### src/rtl/regfile_arb_pkg.sv
// Shared constants and types for the register-file write arbiter.
package regfile_arb_pkg;

    localparam int ADDR_W_DEF = 5;
    localparam int DATA_W_DEF = 64;
    localparam int NREQ_DEF   = 4;

    localparam logic [ADDR_W_DEF-1:0] ZERO_REG = 5'd31;

    typedef logic [ADDR_W_DEF-1:0] reg_addr_t;
    typedef logic [DATA_W_DEF-1:0] reg_data_t;

endpackage

### src/rtl/regfile_write_arbiter_rr_priority_select.sv
// Round-robin priority search starting at ptr; one-hot grant plus index.
module rr_priority_select
    import regfile_arb_pkg::*;
#(
    parameter int NREQ  = NREQ_DEF,
    parameter int PTR_W = $clog2(NREQ)
) (
    input  logic [NREQ-1:0]  req,
    input  logic [PTR_W-1:0] ptr,
    output logic [NREQ-1:0]  grant,
    output logic [PTR_W-1:0] winner
);

    logic             found;
    logic [PTR_W-1:0] idx;

    // NREQ is a power of two, so the index wraps by plain truncation.
    always_comb begin
        grant  = '0;
        winner = '0;
        found  = 1'b0;
        idx    = '0;
        for (int k = 0; k < NREQ; k++) begin
            idx = ptr + PTR_W'(k);
            if (!found && req[idx]) begin
                found      = 1'b1;
                winner     = idx;
                grant[idx] = 1'b1;
            end
        end
    end

endmodule

### src/rtl/regfile_write_arbiter.sv
// Round-robin arbiter sharing the register-file write port; one-cycle
// registered write stage, writes to the zero register suppressed.
module regfile_write_arbiter
    import regfile_arb_pkg::*;
#(
    parameter int NREQ   = NREQ_DEF,
    parameter int ADDR_W = ADDR_W_DEF,
    parameter int DATA_W = DATA_W_DEF
) (
    input  logic                     clk,
    input  logic                     reset,
    input  logic                     stall,
    input  logic [NREQ-1:0]          req,
    input  logic [NREQ*ADDR_W-1:0]   req_addr,
    input  logic [NREQ*DATA_W-1:0]   req_data,
    output logic [NREQ-1:0]          grant,
    output logic                     wr_en,
    output logic [ADDR_W-1:0]        wr_addr,
    output logic [DATA_W-1:0]        wr_data,
    output logic [$clog2(NREQ)-1:0]  ptr
);

    localparam int PTR_W = $clog2(NREQ);

    logic [PTR_W-1:0]  ptr_q, ptr_d;
    logic              wr_en_q, wr_en_d;
    logic [ADDR_W-1:0] wr_addr_q, wr_addr_d;
    logic [DATA_W-1:0] wr_data_q, wr_data_d;

    logic [NREQ-1:0]   sel_grant;
    logic [PTR_W-1:0]  winner;
    logic              grant_any;
    logic [ADDR_W-1:0] win_addr;
    logic [DATA_W-1:0] win_data;

    rr_priority_select #(
        .NREQ  (NREQ),
        .PTR_W (PTR_W)
    ) u_sel (
        .req    (req),
        .ptr    (ptr_q),
        .grant  (sel_grant),
        .winner (winner)
    );

    assign grant     = (stall || reset) ? '0 : sel_grant;
    assign grant_any = |grant;
    assign win_addr  = req_addr[winner*ADDR_W +: ADDR_W];
    assign win_data  = req_data[winner*DATA_W +: DATA_W];

    always_comb begin
        ptr_d     = ptr_q;
        wr_en_d   = 1'b0;
        wr_addr_d = wr_addr_q;
        wr_data_d = wr_data_q;
        if (grant_any) begin
            ptr_d     = winner + PTR_W'(1);
            wr_en_d   = (win_addr != ADDR_W'(ZERO_REG));
            wr_addr_d = win_addr;
            wr_data_d = win_data;
        end
    end

    always_ff @(posedge clk or posedge reset) begin
        if (reset) begin
            ptr_q     <= '0;
            wr_en_q   <= 1'b0;
            wr_addr_q <= '0;
            wr_data_q <= '0;
        end else begin
            ptr_q     <= ptr_d;
            wr_en_q   <= wr_en_d;
            wr_addr_q <= wr_addr_d;
            wr_data_q <= wr_data_d;
        end
    end

    assign ptr     = ptr_q;
    assign wr_en   = wr_en_q;
    assign wr_addr = wr_addr_q;
    assign wr_data = wr_data_q;

endmodule
### config.mk
export PLATFORM = sky130hd
export DESIGN_NAME = regfile_write_arbiter
export DESIGN_NICKNAME = d
export VERILOG_FILES = /design/src/rtl/regfile_arb_pkg.sv /design/src/rtl/regfile_write_arbiter_rr_priority_select.sv /design/src/rtl/regfile_write_arbiter.sv
export SDC_FILE = /design/constraint.sdc
export NUM_CORES = 1
export LEC_CHECK = 0
export CORE_AREA = 2 2 140 142
export CTS_CLUSTER_SIZE = 40
export DETAILED_ROUTE_END_ITERATION = 10
export DIE_AREA = 0 0 142 144
export HOLD_SLACK_MARGIN = 0.12
export PLACE_DENSITY = 0.67
export SYNTH_ARGS = -nofsm -noshare
export SYNTH_HDL_FRONTEND = slang
export SYNTH_SLANG_ARGS = --single-unit
export TNS_END_PERCENT = 30
### constraint.sdc
create_clock -name clk -period 3.2 [get_ports clk]
set_input_delay 0.64 -clock clk [delete_from_list [all_inputs] [get_ports clk]]
set_output_delay 0.64 -clock clk [all_outputs]
set_load 0.1 [all_outputs]
== After elaboration in Yosys (flattened, before gate mapping) ==
Index checks and enable logic that the tools add are counted.

* Add/sub/neg operators: 4
* Multipliers: 1
* Order comparisons: 8
* Equal/unequal tests: 1
* Shifts and indexed selects: 2
* Mux-type cells: 29
* Bitwise gates (word level): 3
* Reduce and logical (&&, ||, !) cells: 12

{| class="wikitable"
|+ Operators with widths
! kind !! count
|-
| 256-bit by 9-bit variable part select with 64-bit output || 1
|-
| 4-bit two-way mux || 5
|-
| 20-bit by 6-bit variable part select with 5-bit output || 1
|-
| 2-bit by 3-bit < comparator with 1-bit output (second input constant) || 4
|-
| 1-bit two-way mux || 12
|-
| 4-bit OR || 3
|-
| 1-bit binary-select mux with 2-bit select || 4
|-
| 1-bit demux with 2-bit select || 4
|-
| 2-bit by 1-bit greater-or-equal comparator with 1-bit output (second input constant) || 4
|-
| 2-bit two-way mux || 4
|-
| 1-bit logical AND || 7
|-
| 2-bit by 3-bit multiplier with 5-bit output (second input constant) || 1
|-
| 5-bit != test (second input constant) || 1
|-
| 2-bit by 1-bit adder with 2-bit output (second input constant) || 2
|-
| 2-bit adder (second input constant) || 2
|-
| 4-bit OR reduction || 1
|-
| 1-bit zero test || 3
|-
| 1-bit logical OR || 1
|}

* Flip-flop bits (word level): 72
* Input bits: 283
* Output and inout port bits: 76
* Word-level logic and storage cells: 64

== Depth between registers and ports, before layout ==
Gate-level depths: netlist of run 1.

* Word-level depth: 16
* Gate-level depth with buffers: 13
* Mapped depth without buffers: 8

== Modules after synthesis ==
A second synthesis of run 1 with hierarchy kept.

* Cell total of the unflattened synthesis: 296
* Area total of the unflattened synthesis: 4865.9 sq um

{| class="wikitable"
|+ By module, submodules not included
! module !! instances !! cells each !! area an instance (sq um)
|-
| regfile_write_arbiter || 1 || 248 || 4426.7
|-
| rr_priority_select || 1 || 48 || 439.2
|}

== Least setup slack after synthesis of run 1 ==
Ideal clock, no wire load.

* Path type: reg2out
* Start: register ptr_q[0] (netlist: ptr[0])
* End: output port grant[0]
* Arrival time: 3.669 ns
* Required time: 2.560 ns
* Path slack: -1.109 ns
* Stages on the path, launching flop included: 10
* Buffers on the path: 2
* Cells stage by stage: dfrtp_1 > buf_2 > inv_1 > ha_1 > clkbuf_1 > mux4_2 > nor2b_2 > a22oi_1 > o21ai_0 > and2_1

* Longest elaborated chain between the ends: 13
* Elaborated cells between the ends (all ways): 48
* Those cells by class: add/sub: 3; order compare: 8; mux: 24; bitwise: 3; reduce/logical: 10

{| class="wikitable"
|+ RTL lines
! item !! RTL line !! source
|-
| start, declared || regfile_write_arbiter.sv:25 || <nowiki>logic [PTR_W-1:0] ptr_q, ptr_d;</nowiki>
|-
| start signal, assigned || regfile_write_arbiter.sv:71 || <nowiki>ptr_q <= ptr_d;</nowiki>
|-
| branches (longest 11 deep; another with 2-bit by 3-bit < comparator with 1-bit output) || -- ||
|-
| 4-bit two-way mux * || regfile_write_arbiter_rr_priority_select.sv:25 || <nowiki>if (!found && req[idx]) begin</nowiki>
|-
| 4-bit two-way mux * || regfile_write_arbiter.sv:46 || <nowiki>assign grant = (stall || reset) ? '0 : sel_grant;</nowiki>
|-
| end, declared || regfile_write_arbiter.sv:16 || <nowiki>output logic [NREQ-1:0] grant,</nowiki>
|}

Mark *: on every way between the ends. The select of a mux whose other input is x is not followed.

== Worst setup path in the final report of run 1 ==
* Start: register ptr_q[0] (netlist: ptr[0])
* End: output port grant[2]

The elaborated chain is that of the path after synthesis.

==> metrics, run 1 <==
Worst-Skew Late Latency=approximately 0.33 ns; Post-route DRC=0; GP Congestion=between 0.8 and 0.9; most frequent cells in the layout=clkdlybuf4s50_1 (278), mux2i_1 (144), buf_4 (94), o21ai_1 (72), nand2_1 (72); Synth top area share=between 30 and 40%; first-pass GRT wire length=between 20000 and 30000 um; Place WS=between 0.03 and 0.04 ns; initial core utilization=between 20 and 30%; area leader, netlist=dfrtp_1; vias in the first global route=approximately 5100; maximum clock frequency=roughly 340 MHz; Final Hold Slack=around 0.48 ns; Post-Place Cells=~1100; PwrDens=around 1200 mW/mm2; warnings from Yosys=0; post-synth net total=just over 800; CP arrival=2.32 ns; min cycle time layout=2.96 ns; Synth Register Bits=72; routed len/inst=around 16 um; # nets final=between 1000 and 1500; Final Non-Filler Cells=between 1000 and 1500; status=completed; total I/O pin count=359; TritonCTS clock tree=done; Final setup viols=0; post-synth cell types=36; Worst R2R Start=ptr[0]; CTS root buf=clkbuf_16; VDD IR max=about 0.00067 V; DRT iter0 DRCs=about 140; Seq/Total Area, Yosys=between 30% and 40%; initial antenna violation count=0; Worst slew margin=between 60% and 70%; TritonCTS Sinks=72; CP max FO=16; r2r endpoint=wr_data[26]; # diodes=0; Clock Pin Slew Worst Setup and Hold Paths=0.06 ns; Avg Inst Size Synth=around 10 um2; fin crit share=between 90% and 100%; CP endpoint kind=output pin; die height=between 100 and 150 um; largest net degree at the start of global routing=81; Rows=51; hold_sp=wr_data[10]; Crit. Startpoint=ptr[0]; Post-DRT Antenna Nets=0; Lkg Pwr=roughly 0.0045 uW; Worst Skew=between 0.005 and 0.006 ns; WP data required=2.56 ns; Total Routed Length=between 15000 and 20000 um; Post-DP HPWL=14800 um; Max Slew Vio Count=0; critical path startpoint category=register; most common cell after layout, fill and taps aside=clkdlybuf4s50_1; Core Footprint=0.0191 mm2; Setup TNS Final=0 ns; GRT Overall Usage=around 18%; post-route setup slack=0.237 ns; GRT Residual Overflow=0; worst r2r path cells=7; # H-tree levels=3; share of layout cells above drive strength 1=between 20% and 30%; drt via density=~4.6; Die W=about 140 um; die area=0.0204 mm2; Longest Clk Path Bufs=2; flop-to-flop setup slack=~0.64 ns; Area contributors post-synth=dfrtp_1 (33%), mux2i_1 (27%), mux2_2 (15%); HP Class=reg -> reg; Max Cap Viol=0; hold worst-path end=wr_data[10]; Cell Area, Synth=between 0.005 and 0.006 mm2; # fillers=roughly 1800; final hold violation count=0; total iterations of the first detailed-routing run=4; area grow syn2layout=79.5%; port buffer count=about 360; Least-Margin Pin Slew=0.490 ns; RSZ-0062 raised after global routing=no; Crit Path Category=reg -> out; Worst Hold Path Cells=2; vias=5232; Post-Syn Instances=~530; total CTS buffers=9
cell families after synthesis:
logic type      Yosys count  synth area share, %
compound gates           91                 9.60
buf+inv                  47                 5.45
fa+ha+maj                 7                 1.61
flops                    72                 33.1
mux                     218                 42.5
xor+xnor                  1                0.161
simple gates             93                 7.57
registers in the layout (all words and copies together), names as in the netlist:
name	cells
ptr	2
wr_addr	5
wr_en	1
wr_data	64
worst max-delay path by stage:
stage	end	slack (ns)	cells past startpoint
floorplan	grant[0]	-0.08	9
global placement	grant[0]	0.06	7
detailed placement	grant[2]	0.04	7
CTS	grant[2]	0.04	7
global route	grant[2]	0.08	7
finish	grant[2]	0.24	7
cell usage after synthesis (all sizes together):
library cell and instances:
xnor2 1, a41oi 1, o221ai 1, nor2 3, o21ai 74, nand2 73
a211oi 1, nand2b 1, and2 4, mux2i 144, mux4 3, inv 3
nor3 1, a22oi 8, o211a 1, o21a 1, a31oi 2, dfrtp 72
clkbuf 12, buf 32, nor3b 4, ha 7, o32ai 1, mux2 71
nor4bb 1, and4b 1, or4 1, nor4 1, nor2b 1, and3b 2
a21oi 1
worst max-delay path: stages (launching register included):
cell and delay, ns:
dfrtp_2 0.38, buf_4 0.23, mux4_2 0.60, nor2b_4 0.22, a22oi_1 0.10, o21ai_1 0.13, and2_4 0.17, buf_12 0.17
what timing repair did:
item	CTS	global route
setup buffers	0	3
endpoints found under the hold margin	0	0
hold buffers	0	0
setup endpoints to repair	0	4
gates resized for setup	0	7
power by group:
| part | switching (uW) | internal (uW) |
|---|---|---|
| combinational | 5850 | 3650 |
| clock | 378 | 644 |
| sequential | 225 | 1350 |
| total | 6450 | 5650 |
per-layer routing:
layer  vias up  GRT usage [%]  share of wire, %  wire length, um
li1       2648              -                 -                -
met3        24           3.91               6.1             1120
met2       174           29.9                50             9170
met5         -              0                 0                0
met1      2386           22.3                42             7640
met4         0           5.95               2.1              376
final cells by class:
cell class	count	area [um2]	area share, %
repair buffers	397	3960	40.6
well taps	238	298	3.05
multi-input cells	410	3380	34.7
clock buffers	13	260	2.67
inverters	3	16.3	0.167
clock inverters	3	40.0	0.410
flip-flops and latches	72	1800	18.5
per-stage QoR:
stage                     util, %  cell area (um2)  power [uW]
after floorplan                 -             5490        8740
after global placement       49.4             9430       11100
after detailed placement     49.4             9430       11200
after CTS                    51.0             9730       12200
after global routing         51.2             9760       12800
final                        51.2             9760       12100
(Power assumes the default switching activity.)
==> run 2, diff against run 1 <==
- ABC_AREA: default -> 1
- CORE_AREA: 2 2 140 142 -> 2 2 138 140
- DIE_AREA: 0 0 142 144 -> 0 0 140 142
- SYNTH_HIERARCHICAL: default -> 1
==> run 2 against run 1 <==
  * The flow now finishes with violations (DRC)
  * Count of clock-buffer cells in the layout is 1 lower
  * Synthesized cell count is 51% higher
  * Register-to-register slack worse by 0.22 ns
  * Synthesized area is 5.3% lower
  * Critical path depth is 4 higher
  * Critical path type unchanged
  * Global-route usage is 3.6 points higher
  * Largest cell class unchanged
  * Final area is 6.6% lower
  * Via count is 23% higher
  * Worst hold slack better by 0.0088 ns
  * Core utilization is 1.8 points lower
==> metrics, run 2 <==
status=finished with violations (was completed); violated checks=DRC; CP max FO=8 (was 16); Core Footprint=0.0185 mm2 (was 0.0191 mm2); hold_sp=wr_addr[4] (was wr_data[10]); Post-DP HPWL=16100 um (was 14800 um); final hold violation count=0 (unchanged); Least-Margin Pin Slew=0.586 ns (was 0.490 ns); Crit Path Category=reg -> out (unchanged); Post-Syn Instances=798 (was 529); Worst R2R Start=ptr[1] (was ptr[0]); Post-route DRC=25 (was 0); main flop type after synthesis=dfrtp_1 (unchanged); number of synthesized flops with an enable pin=0 (unchanged); vias=6450 (was 5232); die area=0.0199 mm2 (was 0.0204 mm2); total CTS buffers=9 (unchanged); HP Class=reg -> reg (unchanged); Die W=140 um (was 142 um); Max Slew Vio Count=0 (unchanged); total iterations of the first detailed-routing run=8 (was 4); drt via density=4.75 (was 4.61); DP Area=0.00882 mm2 (was 0.00943 mm2); RSZ-0062 raised after global routing=no (unchanged); share of layout cells above drive strength 1=11.5% (was 24.2%); GP Congestion=0.894 (was 0.807); Clock Pin Slew Worst Setup and Hold Paths=0.06 ns (about the same); worst r2r path cells=14 (was 7); initial core utilization=27.9% (was 28.5%); # H-tree levels=3 (unchanged); most common cell after layout, fill and taps aside=nor2_1 (was clkdlybuf4s50_1); Post-DRT Antenna Nets=0 (unchanged); critical path startpoint category=register (unchanged); Avg Inst Size Synth=6.45 um2 (was 10.3 um2); post-synth cell types=27 (was 36); area leader, netlist=dfrtp_1 (unchanged); most used routing layer=met2 (unchanged); CTS root buf=clkbuf_16 (unchanged); Rows=50 (was 51); Final setup viols=0 (unchanged); Area contributors post-synth=dfrtp_1 (35%), nor2_1 (24%), o21ai_0 (11%) (was dfrtp_1 (33%), mux2i_1 (27%), mux2_2 (15%)); total I/O pin count=359 (unchanged); Cell Area, Synth=0.00515 mm2 (was 0.00544 mm2); initial antenna violation count=0 (unchanged); Final Cell Area=0.00911 mm2 (was 0.00976 mm2); die height=142 um (was 144 um); largest net degree at the start of global routing=77 (was 81); post-synth net total=1086 (was 819); PostCTS Resize Cnt=0 (unchanged); Worst-Skew Late Latency=0.33 ns (about the same); Commonest cells post-synth=nor2_1 (334), o21ai_0 (114), dfrtp_1 (72) (was mux2i_1 (144), nand2_1 (73), dfrtp_1 (72)); setup bufs post-CTS=0 (unchanged); largest family of logic cells by synthesized area=simple AND/OR/NAND/NOR gates (was multiplexers); area grow syn2layout=77.1% (was 79.5%); CP arrival=2.35 ns (was 2.32 ns); Worst slew margin=60.8% (was 67.3%); met1 Resource Use GR=25.0% (was 22.3%); DRT iter0 DRCs=282 (was 139); WP data required=2.56 ns (about the same); met3 Use GR=5.52% (was 3.91%); post-synthesis adder-cell area fraction=1.22% (was 1.61%); vias in the first global route=6349 (was 5144); Longest Clk Path Bufs=2 (unchanged); # diodes=0 (unchanged); Worst Hold Path Cells=2 (unchanged); Synth Register Bits=72 (unchanged); Seq/Total Area, Yosys=35.0% (was 33.1%); first-pass GRT wire length=33500 um (was 28300 um); Worst Skew=0.00499 ns (was 0.00512 ns); Max Cap Viol=0 (unchanged); Total Routed Length=21500 um (was 18300 um); Synth top area share=35.0% (was 33.1%); Setup TNS Final=0 ns (unchanged); TritonCTS Sinks=72 (unchanged); CP endpoint kind=output pin (unchanged); # nets final=1409 (was 1183); GRT Residual Overflow=0 (unchanged); hold worst-path end=wr_addr[4] (was wr_data[10]); flop-to-flop setup slack=0.42 ns (was 0.64 ns); min cycle time layout=2.99 ns (was 2.96 ns); maximum clock frequency=335 MHz (was 337 MHz); Synth Area in XOR/XNOR=0.170% (was 0.161%); Post-synth ARST share=100% (unchanged); mux cell area share after synthesis=0% (was 42.5%); warnings from Yosys=6 (was 0); GR Layer Usage met2=38.0% (was 29.9%); max reg flops=64 (unchanged); GRT Overall Usage=21.2% (was 17.7%); post-synthesis simple-gate area fraction=32.9% (was 7.57%); post-synthesis compound-gate area fraction=22.8% (was 9.60%); TritonCTS clock tree=done (unchanged); r2r endpoint=wr_data[35] (was wr_data[26]); # hold bufs at CTS=0 (unchanged); routed len/inst=15.8 um (was 16.1 um); most frequent cells in the layout=nor2_1 (329), clkdlybuf4s50_1 (282), o21ai_0 (114), buf_4 (80), dfrtp_1 (70) (was clkdlybuf4s50_1 (278), mux2i_1 (144), buf_4 (94), o21ai_1 (72), nand2_1 (72)); fin crit share=93.3% (was 92.6%); count leader, synth=nor2_1 (was mux2i_1); port buffer count=358 (unchanged)
[run 2: layer usage]
| layer | wire [um] | up-vias |
|---|---|---|
| met2 | 10600 | 267 |
| li1 | - | 3283 |
| met4 | 376 | 0 |
| met5 | 0 | - |
| met1 | 8510 | 2881 |
| met3 | 1960 | 19 |
[run 2: layout make-up]
| type | instances | area, um2 |
|---|---|---|
| flip-flops and latches | 72 | 1800 |
| clock buffers | 12 | 256 |
| multi-input cells | 643 | 2990 |
| clock inverters | 3 | 17.5 |
| fillers | 1907 | 9340 |
| inverters | 21 | 86.3 |
| well taps | 234 | 293 |
| repair buffers | 374 | 3660 |
[run 2: logic make-up after synthesis]
| logic type | Yosys count |
|---|---|
| compound gates | 214 |
| fa+ha+maj | 5 |
| flops | 72 |
| buf+inv | 83 |
| xor+xnor | 1 |
| simple gates | 423 |
[run 2: stage by stage]
stage	hold slack [ns]	setup WS, ns	util (%)	instances
after detailed placement	0.475	0.160	47.8	1342
after CTS	0.491	0.0898	49.3	1357
after global placement	0.469	0.210	47.8	1342
after global routing	0.510	0.0285	49.4	1359
final	0.493	0.215	49.4	1359
after floorplan	0.826	0.0817	-	798
[run 2: critical path, stage by stage, from the launching register on]
cell	delay, ns
dfrtp_2	0.48
inv_1	0.08
ha_1	0.36
inv_1	0.11
nand3_1	0.09
nand2_1	0.10
nor2_2	0.20
a21oi_1	0.10
nand3_1	0.10
inv_1	0.07
nor2_4	0.13
buf_12	0.18
[run 2: how the worst max path moves through the flow]
stage | from | to | slack [ns] | cells after the start
finish | ptr[1] | grant[0] | 0.21 | 11
global route | ptr[1] | grant[2] | 0.03 | 11
CTS | ptr[0] | grant[2] | 0.09 | 11
detailed placement | req[3] | wr_data[24] | 0.16 | 13
global placement | req[3] | wr_data[27] | 0.21 | 13
floorplan | ptr[1] | grant[0] | 0.08 | 10
Power of run 2 is left out: the tool's default activity adds up to more than one toggle a clock period on the data nets, which glitch-free logic cannot reach.
==> run 3, diff against run 2 <==
- CORE_AREA: 2 2 138 140 -> 2 2 140 142
- DIE_AREA: 0 0 140 142 -> 0 0 142 144
- SYNTH_HIERARCHICAL: 1 -> default
==> run 3 against run 2 <==
  * The run now ends clean
  * Clock skew rose by 0.0062 ns
  * Synthesized cell count rose by 9.8%
  * Synthesized area rose by 6.1%
  * Fmax fell by 0.26%
  * Largest cell class unchanged
  * Highest routed layer unchanged
  * Worst hold slack got worse by 0.018 ns
  * Count of clock-buffer cells in the layout fell by 2
  * Routed wire length rose by 3.4%
  * Critical path depth rose by 2
  * Flip-flop and latch count did not move
  * Final area rose by 3.0%
  * Via count rose by 6.2%
==> metrics, run 3 <==
die height=144 um (was 142 um); r2r endpoint=wr_en (was wr_data[35]); final hold violation count=0 (unchanged); area grow syn2layout=71.8% (was 77.1%); total I/O pin count=359 (unchanged); CTS root buf=clkbuf_16 (unchanged); Least-Margin Pin Slew=0.481 ns (was 0.586 ns); port buffer count=358 (unchanged); warnings from Yosys=0 (was 6); post-synth net total=1166 (was 1086); CP max stage delay=0.52 ns (was 0.48 ns); HP Class=reg -> reg (unchanged); Area contributors post-synth=dfrtp_1 (33%), nand2_1 (32%), nand3_1 (20%) (was dfrtp_1 (35%), nor2_1 (24%), o21ai_0 (11%)); Synth Area in XOR/XNOR=0% (was 0.170%); area leader, netlist=dfrtp_1 (unchanged); Post-DP HPWL=16500 um (was 16100 um); flop-to-flop setup slack=0.44 ns (was 0.42 ns); Final Hold Slack=0.474 ns (was 0.493 ns); vias in the first global route=6364 (was 6349); share of layout cells above drive strength 1=11.2% (was 11.5%); critical path startpoint category=input pin (was register); Max Cap Viol=0 (unchanged); Total Routed Length=22200 um (was 21500 um); Worst Skew=0.0112 ns (was 0.00499 ns); TritonCTS Sinks=72 (unchanged); routed len/inst=15.3 um (was 15.8 um); Synth top area share=33.0% (was 35.0%); # fillers=1926 (was 1907); # H-tree levels=3 (unchanged); max reg flops=64 (unchanged); post-synthesis simple-gate area fraction=54.8% (was 32.9%); Avg Inst Size Synth=6.24 um2 (was 6.45 um2); hold_sp=wr_addr[3] (was wr_addr[4]); Final Util=49.2% (was 49.4%); Die W=142 um (was 140 um); status=completed (was finished with violations); min cycle time layout=2.99 ns (about the same); hold worst-path end=wr_addr[3] (was wr_addr[4]); initial antenna violation count=2 (was 0); CP endpoint kind=output pin (unchanged); Core Footprint=0.0191 mm2 (was 0.0185 mm2); total iterations of the first detailed-routing run=5 (was 8); post-synthesis adder-cell area fraction=1.60% (was 1.22%); Worst slew margin=68.0% (was 60.8%); post-synthesis compound-gate area fraction=1.05% (was 22.8%); initial core utilization=28.6% (was 27.9%); Post-Syn Instances=876 (was 798); Crit path max-delay family=buffers and inverters (was simple AND/OR/NAND/NOR gates); most frequent cells in the layout=nand2_1 (458), clkdlybuf4s50_1 (282), nand3_1 (215), buf_4 (85), dfrtp_1 (70) (was nor2_1 (329), clkdlybuf4s50_1 (282), o21ai_0 (114), buf_4 (80), dfrtp_1 (70)); Cell Area, Synth=0.00546 mm2 (was 0.00515 mm2); CP arrival=2.35 ns (about the same); Seq/Total Area, Yosys=33.0% (was 35.0%); mux cell area share after synthesis=0% (unchanged); Final setup viols=0 (unchanged); fin crit share=93.5% (was 93.3%); Worst R2R Start=ptr[1] (unchanged); Worst Hold Path Cells=2 (unchanged); cells along the critical path=clkdlybuf4s50_1 -> inv_1 -> nand2_1 -> nand3_2 -> nand2_4 -> inv_1 -> nand4_1 -> inv_1 -> nand2_1 -> nand3_1 -> nand2_1 -> clkinvlp_4 -> buf_12 (was inv_1 -> ha_1 -> inv_1 -> nand3_1 -> nand2_1 -> nor2_2 -> a21oi_1 -> nand3_1 -> inv_1 -> nor2_4 -> buf_12); most common cell after layout, fill and taps aside=nand2_1 (was nor2_1); post-synth cell types=26 (was 27); vias=6848 (was 6450); number of synthesized flops with an enable pin=0 (unchanged); Longest Clk Path Bufs=2 (unchanged); Clock Pin Slew Worst Setup and Hold Paths=0.06 ns (about the same); Post-synth ARST share=100% (unchanged); largest family of logic cells by synthesized area=simple AND/OR/NAND/NOR gates (unchanged); Synth Register Bits=72 (unchanged); Worst-Skew Late Latency=0.33 ns (about the same); GRT Overall Usage=20.8% (was 21.2%); CP max-delay cell=clkdlybuf4s50_1 (was dfrtp_2); FF+latch area=0.00180 mm2 (unchanged); Post-route DRC=0 (was 25); TritonCTS clock tree=done (unchanged); RSZ-0062 raised after global routing=no (unchanged); multi-input logic area=0.00314 mm2 (was 0.00299 mm2); Max Slew Vio Count=0 (unchanged); GRT Residual Overflow=0 (unchanged); largest net degree at the start of global routing=73 (was 77); drt via density=4.72 (was 4.75); worst r2r path cells=18 (was 14); Post-DRT Antenna Nets=0 (unchanged); crit path buf inv count=6 (was 4); DRT iter0 DRCs=239 (was 282); count leader, synth=nand2_1 (was nor2_1); GP Congestion=0.841 (was 0.894); Crit Path Category=in -> out (was reg -> out); main flop type after synthesis=dfrtp_1 (unchanged); die area=0.0204 mm2 (was 0.0199 mm2); CP max FO=9 (was 8); total CTS buffers=9 (unchanged); # nets final=1498 (was 1409); first-pass GRT wire length=33100 um (was 33500 um); Commonest cells post-synth=nand2_1 (459), nand3_1 (215), dfrtp_1 (72) (was nor2_1 (334), o21ai_0 (114), dfrtp_1 (72)); Rows=51 (was 50); WP data required=2.56 ns (about the same); maximum clock frequency=334 MHz (was 335 MHz)
[run 3: changes by cell type in the layout (fill, tap and decap cells not counted), sizes merged, moves of 3 or more]
| cell | previous run | this run |
|---|---|---|
| nand3 | 33 | 216 |
| nor2 | 336 | 6 |
| a31oi | 64 | 0 |
| a21boi | 4 | 1 |
| nand2 | 54 | 466 |
| a21oi | 5 | 2 |
| nand4 | 0 | 5 |
| buf | 92 | 98 |
| inv | 19 | 27 |
| o21ai | 139 | 5 |
| clkinvlp | 1 | 4 |
| nand3b | 0 | 4 |
[run 3: logic make-up (layout without fill, tap and decap cells)]
logic type	count (synthesis)	count (layout)
adders and majority gates	7	7
buffers and inverters	89	426
other	0	1
DFF	72	72
and+or+nand+nor	698	698
AOI/OAI and AO/OA	10	10
[run 3: how the worst max path moves through the flow]
| stage | slack [ns] | startpoint | endpoint | depth (start not counted) |
|---|---|---|---|---|
| after floorplan | -0.06 | ptr[1] | grant[0] | 11 |
| after global placement | 0.24 | req[3] | wr_data[5] | 17 |
| after detailed placement | 0.14 | req[3] | wr_data[4] | 17 |
| after CTS | 0.02 | ptr[1] | grant[1] | 12 |
| after global routing | 0.03 | ptr[1] | grant[0] | 12 |
| final | 0.21 | req[3] | grant[1] | 13 |
[run 3: worst min-delay path: stages (launching register included)]
cell and delay, ns:
dfrtp_1 0.34, nand2_1 0.06, nand2_1 0.05
[run 3: timing repair]
item	in CTS	in global routing
hold buffers	0	0
buffers inserted	0	5
setup endpoints to repair	0	4
gates resized for setup	0	3
endpoints found under the hold margin	0	0
[run 3: cell type report]
cell class / instances / area share (%)
diodes: 1 / 0.0267
clock buffers: 10 / 2.44
clock inverters: 6 / 0.640
inverters: 30 / 1.37
multi-input cells: 715 / 33.5
flip-flops and latches: 72 / 19.2
well taps: 238 / 3.17
repair buffers: 380 / 39.6
[run 3: per-stage QoR]
| stage | TNS, ns | cells | setup WS, ns | area [um2] |
|---|---|---|---|---|
| detailed placement | 0 | 1430 | 0.145 | 9050 |
| finish | 0 | 1452 | 0.207 | 9390 |
| CTS | 0 | 1446 | 0.0225 | 9340 |
| floorplan | -0.163 | 876 | -0.0580 | 5470 |
| global placement | 0 | 1430 | 0.236 | 9050 |
| global route | 0 | 1452 | 0.0312 | 9390 |
[run 3: per-layer routing]
metal / share of wire, % / GRT usage (%)
met5: 0 / 0
met4: 2.0 / 7.00
met3: 9.2 / 6.39
met2: 49 / 36.8
met1: 40 / 23.8
Power of run 3 is left out for the same reason.
